## src/rtl/tx_lane_striper_pkg.sv

```systemverilog
// Shared symbol constants, FSM state encoding and the active-width decode
// used by the transmit lane striper.
package tx_lane_striper_pkg;

  localparam logic [7:0] K_COM     = 8'hBC;
  localparam logic [7:0] K_SKP     = 8'h1C;
  localparam logic [7:0] K_PAD     = 8'hF7;
  localparam logic [7:0] IDLE_LANE = 8'h00;

  typedef enum logic [1:0] {
    S_DATA = 2'd0,
    S_COM  = 2'd1,
    S_SKP  = 2'd2
  } tx_state_e;

  // cfg_lanes 0..3 selects x1/x2/x4/x8; anything wider than the build clamps.
  function automatic logic [3:0] lane_width(input logic [1:0] cfg, input int unsigned num_lanes);
    logic [3:0] w;
    w = 4'd1 << cfg;
    if (32'(w) > num_lanes) begin
      w = 4'(num_lanes);
    end
    return w;
  endfunction

endpackage

```

## src/rtl/tx_lane_striper_if.sv

```systemverilog
// Byte-stream input handshake plus row output bus of the lane striper.
// slave = the striper, master = the block feeding it / consuming rows.
interface tx_lane_striper_if #(
  parameter int NUM_LANES = 4
);
  logic                   enb;
  logic [1:0]             cfg_lanes;
  logic [7:0]             in_data;
  logic                   in_k;
  logic                   in_last;
  logic                   in_valid;
  logic                   in_ready;
  logic [8*NUM_LANES-1:0] tx_lanes;
  logic [NUM_LANES-1:0]   tx_lanes_k;
  logic                   tx_lanes_valid;

  modport master (
    output enb, cfg_lanes, in_data, in_k, in_last, in_valid,
    input  in_ready, tx_lanes, tx_lanes_k, tx_lanes_valid
  );

  modport slave (
    input  enb, cfg_lanes, in_data, in_k, in_last, in_valid,
    output in_ready, tx_lanes, tx_lanes_k, tx_lanes_valid
  );
endinterface

```

## src/rtl/tx_lane_striper_row_assembler.sv

```systemverilog
// Row assembler: collects accepted bytes into per-lane slots, tracks the
// fill count and presents the completed (padded) row combinationally in the
// cycle its final byte is accepted, so the top can register it directly.
module tx_row_assembler
  import tx_lane_striper_pkg::*;
#(
  parameter int NUM_LANES = 4
) (
  input  logic                   clk,
  input  logic                   rst,
  input  logic                   enb,
  input  logic                   accept_i,
  input  logic [7:0]             data_i,
  input  logic                   k_i,
  input  logic                   last_i,
  input  logic [3:0]             width_i,
  output logic [3:0]             fill_o,
  output logic                   row_done_o,
  output logic [8*NUM_LANES-1:0] row_data_o,
  output logic [NUM_LANES-1:0]   row_k_o
);

  logic [3:0] fill_q, fill_d;

  // The row closes when this byte fills the last active slot or ends the packet.
  assign row_done_o = accept_i && (last_i || ((fill_q + 4'd1) >= width_i));
  assign fill_o     = fill_q;

  // Next fill count: advance per accepted byte, wrap to zero at row end.
  always_comb begin
    fill_d = fill_q;
    if (accept_i) begin
      fill_d = row_done_o ? 4'd0 : fill_q + 4'd1;
    end
  end

  // Fill count register; reset drops any partially collected row.
  always_ff @(posedge clk) begin
    if (rst) begin
      fill_q <= 4'd0;
    end else if (enb) begin
      fill_q <= fill_d;
    end
  end

  for (genvar gi = 0; gi < NUM_LANES; gi++) begin : g_lane
    localparam logic [3:0] LANE = 4'(gi);
    logic [7:0] slot_data_q;
    logic       slot_k_q;

    // Capture the byte destined for this slot; stale contents are masked by fill.
    always_ff @(posedge clk) begin
      if (enb && accept_i && (fill_q == LANE)) begin
        slot_data_q <= data_i;
        slot_k_q    <= k_i;
      end
    end

    // Earlier slots come from storage, the current slot bypasses the incoming
    // byte, remaining active slots pad, and lanes beyond the width idle.
    assign row_data_o[8*gi +: 8] = (LANE < fill_q)  ? slot_data_q :
                                   (LANE == fill_q) ? data_i      :
                                   (LANE < width_i) ? K_PAD       : IDLE_LANE;
    assign row_k_o[gi]           = (LANE < fill_q)  ? slot_k_q    :
                                   (LANE == fill_q) ? k_i         :
                                   (LANE < width_i);
  end

endmodule

```

## src/rtl/tx_lane_striper.sv

```systemverilog
// Transmit lane striper top: active-width latch, SKP interval counter,
// data/COM/SKP state machine and registered row outputs.
// Build option: define TX_SKP_INSERT_EN to include periodic SKP ordered-set
// insertion; without it the striper only emits data rows.
module tx_lane_striper
  import tx_lane_striper_pkg::*;
#(
  parameter int NUM_LANES    = 4,
  parameter int SKP_INTERVAL = 64,
  parameter int SKP_LEN      = 3
) (
  input  logic             clk,
  input  logic             rst,
  tx_lane_striper_if.slave bus
);

  // Out-of-range parameters leave this marker block in the elaborated hierarchy.
  if (!(NUM_LANES == 1 || NUM_LANES == 2 || NUM_LANES == 4 || NUM_LANES == 8) ||
      SKP_INTERVAL < 2 || SKP_INTERVAL > 4095 || SKP_LEN < 1 || SKP_LEN > 4) begin : g_illegal_params
  end

  tx_state_e              state_q, state_d;
  logic [3:0]             width_q, width_eff;
  logic [3:0]             fill;
  logic                   row_done;
  logic [8*NUM_LANES-1:0] row_data;
  logic [NUM_LANES-1:0]   row_k;
  logic                   in_ready;
  logic                   accept;
  logic [8*NUM_LANES-1:0] lanes_q, lanes_d;
  logic [NUM_LANES-1:0]   lanes_k_q, lanes_k_d;
  logic                   valid_q, valid_d;

  // The width follows cfg_lanes only at a row boundary in data mode; a row
  // (or ordered set) in progress keeps the width it started with.
  assign width_eff = ((fill == 4'd0) && (state_q == S_DATA)) ?
                     lane_width(bus.cfg_lanes, NUM_LANES) : width_q;
  assign accept    = bus.in_valid && in_ready;

  // Active width latch.
  always_ff @(posedge clk) begin
    if (rst) begin
      width_q <= lane_width(bus.cfg_lanes, NUM_LANES);
    end else if (bus.enb) begin
      width_q <= width_eff;
    end
  end

  tx_row_assembler #(.NUM_LANES(NUM_LANES)) u_row (
    .clk        (clk),
    .rst        (rst),
    .enb        (bus.enb),
    .accept_i   (accept),
    .data_i     (bus.in_data),
    .k_i        (bus.in_k),
    .last_i     (bus.in_last),
    .width_i    (width_eff),
    .fill_o     (fill),
    .row_done_o (row_done),
    .row_data_o (row_data),
    .row_k_o    (row_k)
  );

`ifdef TX_SKP_INSERT_EN
  localparam logic [11:0] SKP_MAX  = 12'(SKP_INTERVAL);
  localparam logic [2:0]  SKP_LAST = 3'(SKP_LEN - 1);

  logic [11:0] skp_cnt_q, skp_cnt_d;
  logic [2:0]  skp_idx_q, skp_idx_d;
  logic        skp_due;

  // Interval counting and data/COM/SKP sequencing. The due test uses the
  // post-increment count, so the ordered set starts right after the row that
  // reached the interval with no bubble on the lanes.
  always_comb begin
    state_d   = state_q;
    skp_cnt_d = skp_cnt_q;
    skp_idx_d = skp_idx_q;
    skp_due   = (state_q == S_DATA) && (skp_cnt_q == SKP_MAX) && (fill == 4'd0);
    unique case (state_q)
      S_DATA: begin
        if (row_done && (skp_cnt_q != SKP_MAX)) begin
          skp_cnt_d = skp_cnt_q + 12'd1;
        end
        if (skp_due || (row_done && (skp_cnt_d == SKP_MAX))) begin
          state_d = S_COM;
        end
      end
      S_COM: begin
        state_d   = S_SKP;
        skp_idx_d = 3'd0;
      end
      S_SKP: begin
        if (skp_idx_q == SKP_LAST) begin
          state_d   = S_DATA;
          skp_cnt_d = 12'd0;
        end else begin
          skp_idx_d = skp_idx_q + 3'd1;
        end
      end
      default: state_d = S_DATA;
    endcase
  end

  // SKP counter and ordered-set position.
  always_ff @(posedge clk) begin
    if (rst) begin
      skp_cnt_q <= 12'd0;
      skp_idx_q <= 3'd0;
    end else if (bus.enb) begin
      skp_cnt_q <= skp_cnt_d;
      skp_idx_q <= skp_idx_d;
    end
  end

  assign in_ready = bus.enb && !rst && (state_q == S_DATA) && !skp_due;
`else
  // Without SKP insertion the machine never leaves data mode.
  always_comb begin
    state_d = S_DATA;
  end

  assign in_ready = bus.enb && !rst;
`endif

  // State register.
  always_ff @(posedge clk) begin
    if (rst) begin
      state_q <= S_DATA;
    end else if (bus.enb) begin
      state_q <= state_d;
    end
  end

  // Next output row: completed data row, or a COM/SKP row on the active lanes.
  always_comb begin
    lanes_d   = '0;
    lanes_k_d = '0;
    valid_d   = 1'b0;
    unique case (state_q)
      S_DATA: begin
        if (row_done) begin
          lanes_d   = row_data;
          lanes_k_d = row_k;
          valid_d   = 1'b1;
        end
      end
      S_COM, S_SKP: begin
        valid_d = 1'b1;
        for (int i = 0; i < NUM_LANES; i++) begin
          if (i < int'(width_q)) begin
            lanes_d[8*i +: 8] = (state_q == S_COM) ? K_COM : K_SKP;
            lanes_k_d[i]      = 1'b1;
          end
        end
      end
      default: ;
    endcase
  end

  // Output row registers.
  always_ff @(posedge clk) begin
    if (rst) begin
      lanes_q   <= '0;
      lanes_k_q <= '0;
      valid_q   <= 1'b0;
    end else if (bus.enb) begin
      lanes_q   <= lanes_d;
      lanes_k_q <= lanes_k_d;
      valid_q   <= valid_d;
    end
  end

  // A held row is only presented while enabled.
  assign bus.tx_lanes       = lanes_q;
  assign bus.tx_lanes_k     = lanes_k_q;
  assign bus.tx_lanes_valid = valid_q && bus.enb;
  assign bus.in_ready       = in_ready;

endmodule

```

## src/flat_wrapper.sv

```systemverilog
// flat-port wrapper written by rule: the top's interface ports become plain ports
module tx_lane_striper_flat import tx_lane_striper_pkg::*;
#(
  parameter int NUM_LANES    = 4,
  parameter int SKP_INTERVAL = 64,
  parameter int SKP_LEN      = 3
)
  (clk, rst, bus_enb, bus_cfg_lanes, bus_in_data, bus_in_k, bus_in_last, bus_in_valid, bus_in_ready, bus_tx_lanes, bus_tx_lanes_k, bus_tx_lanes_valid);
  tx_lane_striper_if #(.NUM_LANES(NUM_LANES)) bus_i ();
  input  logic clk;
  input  logic rst;
  input wire logic [$bits(bus_i.enb)-1:0] bus_enb;
  input wire logic [$bits(bus_i.cfg_lanes)-1:0] bus_cfg_lanes;
  input wire logic [$bits(bus_i.in_data)-1:0] bus_in_data;
  input wire logic [$bits(bus_i.in_k)-1:0] bus_in_k;
  input wire logic [$bits(bus_i.in_last)-1:0] bus_in_last;
  input wire logic [$bits(bus_i.in_valid)-1:0] bus_in_valid;
  output wire logic [$bits(bus_i.in_ready)-1:0] bus_in_ready;
  output wire logic [$bits(bus_i.tx_lanes)-1:0] bus_tx_lanes;
  output wire logic [$bits(bus_i.tx_lanes_k)-1:0] bus_tx_lanes_k;
  output wire logic [$bits(bus_i.tx_lanes_valid)-1:0] bus_tx_lanes_valid;
  assign bus_i.enb = bus_enb;
  assign bus_i.cfg_lanes = bus_cfg_lanes;
  assign bus_i.in_data = bus_in_data;
  assign bus_i.in_k = bus_in_k;
  assign bus_i.in_last = bus_in_last;
  assign bus_i.in_valid = bus_in_valid;
  assign bus_in_ready = bus_i.in_ready;
  assign bus_tx_lanes = bus_i.tx_lanes;
  assign bus_tx_lanes_k = bus_i.tx_lanes_k;
  assign bus_tx_lanes_valid = bus_i.tx_lanes_valid;
  tx_lane_striper #(.NUM_LANES(NUM_LANES), .SKP_INTERVAL(SKP_INTERVAL), .SKP_LEN(SKP_LEN)) u_core (.clk(clk), .rst(rst), .bus(bus_i));
endmodule
```

## config.mk

```make
export PLATFORM = sky130hd
export DESIGN_NAME = tx_lane_striper_flat
export DESIGN_NICKNAME = d
export VERILOG_FILES = /design/src/rtl/tx_lane_striper_pkg.sv /design/src/rtl/tx_lane_striper_if.sv /design/src/rtl/tx_lane_striper_row_assembler.sv /design/src/rtl/tx_lane_striper.sv /design/src/flat_wrapper.sv
export SDC_FILE = /design/constraint.sdc
export NUM_CORES = 1
export LEC_CHECK = 0
export CAP_MARGIN = 40
export CORE_MARGIN = 4
export CORE_UTILIZATION = 56
export DETAILED_ROUTE_END_ITERATION = 10
export DONT_BUFFER_PORTS = 1
export PLACE_DENSITY = 0.82
export SLEW_MARGIN = 20
export SYNTH_ARGS = -nofsm -noshare
export SYNTH_HDL_FRONTEND = slang
export SYNTH_SLANG_ARGS = --single-unit
```

## constraint.sdc

```tcl
create_clock -name clk -period 2.6 [get_ports clk]
set_input_delay 0.52 -clock clk [delete_from_list [all_inputs] [get_ports clk]]
set_output_delay 0.52 -clock clk [all_outputs]
set_load 0.02 [all_outputs]
```

==> Word-level counts from Yosys, hierarchy flattened <==
Index checks and enable logic that the tools add are counted.
W data, S select, Z words.
{ "totals": {"register_bits": 81, "in_bits": 16, "wordCells": 73} }
{ "classes": {"add_sub_neg": 1, "magnitude_cmp": 10, "n_eq_ne": 6, "shift": 1, "n_mux": 28, "n_reduce_logical": 14} }
{ "op_table": {"columns": ["op", "count"], "rows": [
  ["$mux W8", 12],
  ["$mux W32", 1],
  ["$mux W4", 6],
  ["$lt A1 B4 Y1 const A", 4],
  ["$lt A2 B4 Y1 const A", 4],
  ["$logic_and A1 B1 Y1", 9],
  ["$mux W1", 9],
  ["$eq A2 B4 Y1 const A", 2],
  ["$eq A4 B2 Y1 const B", 2],
  ["$add A4 B1 Y4 const B", 1],
  ["$eq A1 B4 Y1 const A", 1],
  ["$eq A4 B1 Y1 const B", 1],
  ["$ge A4 B4 Y1", 1],
  ["$gt A4 B3 Y1 const B", 1],
  ["$logic_not A4 Y1", 1],
  ["$shl A1 B2 Y4 const A", 1],
  ["$reduce_and A2 Y1", 1],
  ["$reduce_bool A2 Y1", 1],
  ["$logic_not A1 Y1", 1],
  ["$logic_or A1 B1 Y1", 1]
]} }

==> Logic depth before layout (Yosys ltp) <==
{ "depth": {"word_depth": 9, "depth_mapped": 14, "mapped_depth_nobuf": 10} }

==> Modules after synthesis <==
A second synthesis with hierarchy kept.
{ "hier_totals": {"cells_unflattened": 295, "area_unflattened_um2": 3455.8} }
{ "modules_own_cells": {"columns": ["module", "n_inst", "cells_per_inst", "area_per_inst_um2", "seq_area_each_um2"], "rows": [
  ["tx_row_assembler", 1, 191, 2070.7, 1161.1],
  ["tx_lane_striper", 1, 104, 1385.1, 860.8]
]} }

==> Worst setup path before layout <==
OpenSTA, ideal clock, no wires.
{ "synth_path": {"path_kind": "flip-flop to flip-flop", "from": "reg u_core.u_row.fill_q[0] (netlist: u_core.u_row.fill_o[0])", "to": "reg u_core.lanes_q[15] (netlist: u_core.bus.tx_lanes[15])", "setup_time_ps": 117, "arrival_time_ps": 2768, "t_required_ps": 2483, "slack_ps": -285, "path_stages_with_launch": 14, "n_path_buf": 3, "cell_sequence": "dfxtp_1 > inv_1 > ha_1 > or3b_1 > buf_6 > mux2_2 > ha_1 > nand2b_1 > a21o_1 > o2111a_1 > or2_1 > buf_6 > buf_6 > a32o_1"} }
{ "synth_between": {"elab_chain_cells": 7, "elab_cells_between_ends": 13} }
{ "synth_rtl": {"columns": ["item", "line_no", "rtl"], "rows": [
  ["start: declaration", "tx_lane_striper_row_assembler.sv:23", "logic [3:0] fill_q, fill_d;"],
  ["start signal: assignment", "tx_lane_striper_row_assembler.sv:42", "fill_q <= fill_d;"],
  ["$logic_not A4 Y1", "tx_lane_striper.sv:36", "assign width_eff = ((fill == 4'd0) && (state_q == S_DATA)) ?"],
  ["$mux W4", "tx_lane_striper.sv:36", null],
  ["$lt A1 B4 Y1", "tx_lane_striper_row_assembler.sv:63", "(LANE < width_i) ? K_PAD : IDLE_LANE;"],
  ["$mux W8", "tx_lane_striper_row_assembler.sv:63", null],
  ["$mux W8", "tx_lane_striper_row_assembler.sv:62", "(LANE == fill_q) ? data_i :"],
  ["$mux W8", "tx_lane_striper_row_assembler.sv:61", "assign row_data_o[8*gi +: 8] = (LANE < fill_q) ? slot_data_q :"],
  ["$mux W32 *", "tx_lane_striper.sv:142", "if (row_done) begin"],
  ["end signal: assignment", "tx_lane_striper.sv:168", "lanes_q <= lanes_d;"],
  ["end: declaration", "tx_lane_striper.sv:30", "logic [8*NUM_LANES-1:0] lanes_q, lanes_d;"]
]} }
Mark *: on every way between the ends. The rest lies on a longest branch, timed or not.
A chain may end at the register's enable or synchronous reset.

==> Worst setup path after layout <==
{ "layout_path": {"from": "reg u_core.u_row.fill_q[1] (netlist: u_core.u_row.fill_o[1])", "to": "reg u_core.lanes_q[23] (netlist: u_core.bus.tx_lanes[23])"} }
{ "layout_between": {"elab_chain_cells": 7, "elab_cells_between_ends": 13} }
{ "layout_rtl": {"columns": ["item", "line_no"], "rows": [
  ["$logic_not A4 Y1", "tx_lane_striper.sv:36"],
  ["$mux W4", "tx_lane_striper.sv:36"],
  ["$lt A2 B4 Y1", "tx_lane_striper_row_assembler.sv:63"],
  ["$mux W8", "tx_lane_striper_row_assembler.sv:63"],
  ["$mux W8", "tx_lane_striper_row_assembler.sv:62"],
  ["$mux W8", "tx_lane_striper_row_assembler.sv:61"],
  ["$mux W32 *", "tx_lane_striper.sv:142"]
]} }
Marks and branches as above.

==> metrics.yaml <==
hold_violations: 0
drtIter0Drc: 256
path_clk_slew_ns: 0.08
grt_pass1_wl_um: 11990
timing.fmax_ghz: 0.3788
combPwrFrac_pct: 7.5
synthTopCellsByArea: "edfxtp_1 36%, dfxtp_1 24%, a32o_1 6.6%, a31oi_1 4.7%, nor2_1 3.9%"
p_leak_nw: 1.366
layout_min_cycle_time_ns: 2.640
grt_pass1_vias: 2328
port_buffers: 0
synth_top_cell_area_share_pct: 35.83
clk_latency_ns: 0.36
layout.nets: 325
outcome: "finished, violations left"
tns_ns: -0.5815
finalWorstSetupSlack_ns: -0.03992
slew_headroom_pct: 55.33
ys_seq_area_share_pct: 60.32
ys_types: 36
cts_tree: "done"
worst_setup_path_start_kind: "register"
cts_buffers: 9
fillerInstances: 410
worstPathArrival_ns: 2.88
post-place-ws_ns: -0.04713
vias_per_cell: 6.176
initial_core_util_pct: 59.41
postRouteAntennaNets: 0
drc: 0
io_pins: 54
ctsHtreeMaxLevel: 3
setup_violations: 22
violations: "negative setup slack"
synth_edf_count: 40
synth_top_area_cell: "edfxtp_1"
place_congestion: 0.8684
utilization_pct: 66.29
clock_path_buffers: 2
min_path_type: "input pin to register"
tightest_slew_ns: 0.6676
drt-wirelength-per-cell_um: 19.69
intPower_mw: 1.866
track_usage_pct: 21.56
drive_gt1_share_pct: 17.21
clkSinkCount: 81
swShare_pct: 23.76
p_switching_mw: 0.5813
diodes: 0
synth-seq-cells: 81
row_count: 27
grt_antenna_before_repair: 0
cts-root-buf: "clkbuf_8"
power.share.sequential_pct: 59.3
power_density_nw_per_um2: 654.3
die_w_um: 85.37
drt_wl_total_um: 7484
clockPowerShare_pct: 33.2
die_h_um: 85.37
period_share_pct: 101.5
design.core.area_sq_um: 5642
maxCapViolCount: 0
drtPass1Iterations: 4
area_delta_synth_final_pct: 11.57
vias: 2347
synth_async_sr_flop_share_pct: 0
crit_path_end_kind: "register"
skew_ns: 0.01215
critPathMaxFanout: 21
netlist_area_sq_um: 3352
synthCells: 294
die-area_sq_um: 7287
ys.flop_type: "dfxtp_1"
mappedNetlistNets: 316
finalMaxSlewViolations: 0
irDropWorstVdd_v: 0.0005007
cts_hold_buffers: 0
dp_hpwl_um: 5165
grt_remaining_overflow: 0
yosysWarnings: 0
grt_max_degree: 39
critPathKind: "register to register"
postSynthAreaPerCell_sq_um: 11.40
crit_required_ns: 2.84
rsz0062_at_grt: "yes"
-- critical path, cell delays in order, from the launching register on --
cell      delay (ns)
dfxtp_2         0.34
inv_2           0.08
ha_4            0.14
or3b_4          0.41
mux2_4          0.32
ha_4            0.21
nand2b_4        0.12
a21o_1          0.15
o2111a_1        0.13
or2_4           0.25
buf_12          0.15
a32o_1          0.22
-- state kept, by name, summed over array words and instances (netlist names) --
register	count
u_core.width_q	4
u_core.bus.tx_lanes	32
u_core.valid_q	1
u_core.bus.tx_lanes_k	4
u_core.u_row.g_lane.slot_k_q	4
u_core.u_row.g_lane.slot_data_q	32
u_core.u_row.fill_o	4
-- through the flow --
step | total power, mW | hold slack, ns | cell area, sq um | instances
global placement | 1.646 | 0.4252 | 3520 | 362
detailed placement | 1.655 | 0.4501 | 3520 | 362
floorplan | 1.605 | 0.4161 | 3396 | 294
finish | 2.447 | 0.2159 | 3740 | 380
global route | 2.555 | 0.1900 | 3740 | 380
CTS | 2.457 | 0.2134 | 3709 | 379
-- logic make-up (layout without fill, tap and decap cells) --
family	Yosys count	after routing	share of synthesized area (%)
compound gates	69	69	15.08
buf+inv	35	49	5.151
simple gates	83	83	10.94
flops	81	81	60.32
mux	15	15	4.965
xor+xnor	5	5	1.307
fa+ha+maj	6	6	2.240
-- synthesized netlist by cell type (2+ instances only) --
library cell / number
a32o_1: 22
ha_1: 6
buf_6: 5
nand2_1: 26
nor2_1: 35
mux2_2: 3
mux2i_1: 11
and3_1: 3
and2_1: 2
edfxtp_1: 40
o22ai_1: 2
xor2_1: 2
o21ai_0: 14
clkbuf_1: 15
inv_1: 12
a31oi_1: 25
dfxtp_1: 41
xnor2_1: 3
a21oi_1: 2
nor2b_1: 4
buf_2: 2
nor3_1: 5
-- cells in the final DEF, fill, tap and decap left out, types with 3 or more instances in the layout --
cell / instances
o21ai_0: 14
a32o_1: 22
clkbuf_1: 3
a31oi_1: 25
xnor2_1: 3
and3_1: 3
nor2b_1: 4
nor2_1: 34
ha_1: 4
inv_1: 10
edfxtp_1: 40
dfxtp_1: 39
buf_4: 19
mux2i_1: 11
nand2_1: 26
clkbuf_8: 11
nor3_2: 6
-- what timing repair did --
| item | 4_1_cts | 5_1_grt |
|---|---|---|
| pin swaps | 0 | 0 |
| gates resized for setup | 3 | 5 |
| endpoints found under the setup margin | 24 | 26 |
| buffers inserted | 1 | 1 |
-- final timing paths --
kind	slack (ns)	endpoint	cells after the start	from
hold reg to reg	0.46	u_core.valid_q$_SDFFE_PP0P_	2	u_core.valid_q$_SDFFE_PP0P_
setup / recovery	-0.04	u_core.bus.tx_lanes[23]$_SDFFE_PP0P_	11	u_core.u_row.fill_o[1]$_SDFFE_PP0P_
setup reg to reg	-0.04	u_core.bus.tx_lanes[23]$_SDFFE_PP0P_	11	u_core.u_row.fill_o[1]$_SDFFE_PP0P_
hold / removal	0.22	u_core.u_row.fill_o[0]$_SDFFE_PP0P_	1	rst
-- power groups by stage --
stage / clock [mW] / sequential [mW] / combinational (mW)
2_1_floorplan: 0 / 1.47 / 0.133
3_3_place_gp: 0 / 1.48 / 0.167
3_5_place_dp: 0 / 1.48 / 0.173
4_1_cts: 0.827 / 1.45 / 0.178
5_1_grt: 0.898 / 1.46 / 0.201
6_report: 0.813 / 1.45 / 0.183
-- metal layers --
metal	track usage [%]	up-vias	routed length (um)
li1	-	1098	-
met1	26.92	1148	3034
met2	34.60	87	3601
met3	7.670	14	718
met4	7.626	0	128
met5	0	-	0
-- cell type report --
| class | instances | area [sq um] | area share (%) |
|---|---|---|---|
| sequential | 81 | 2027 | 54.20 |
| multi-input combinational | 178 | 1226 | 32.79 |
| inverter | 12 | 47.55 | 1.271 |
| clock inverter | 2 | 12.51 | 0.3346 |
| timing repair buffer | 21 | 173.9 | 4.650 |
| clock buffer | 14 | 162.7 | 4.349 |
| tap | 72 | 90.09 | 2.409 |
Note: power is estimated with default switching activity, not from simulation.
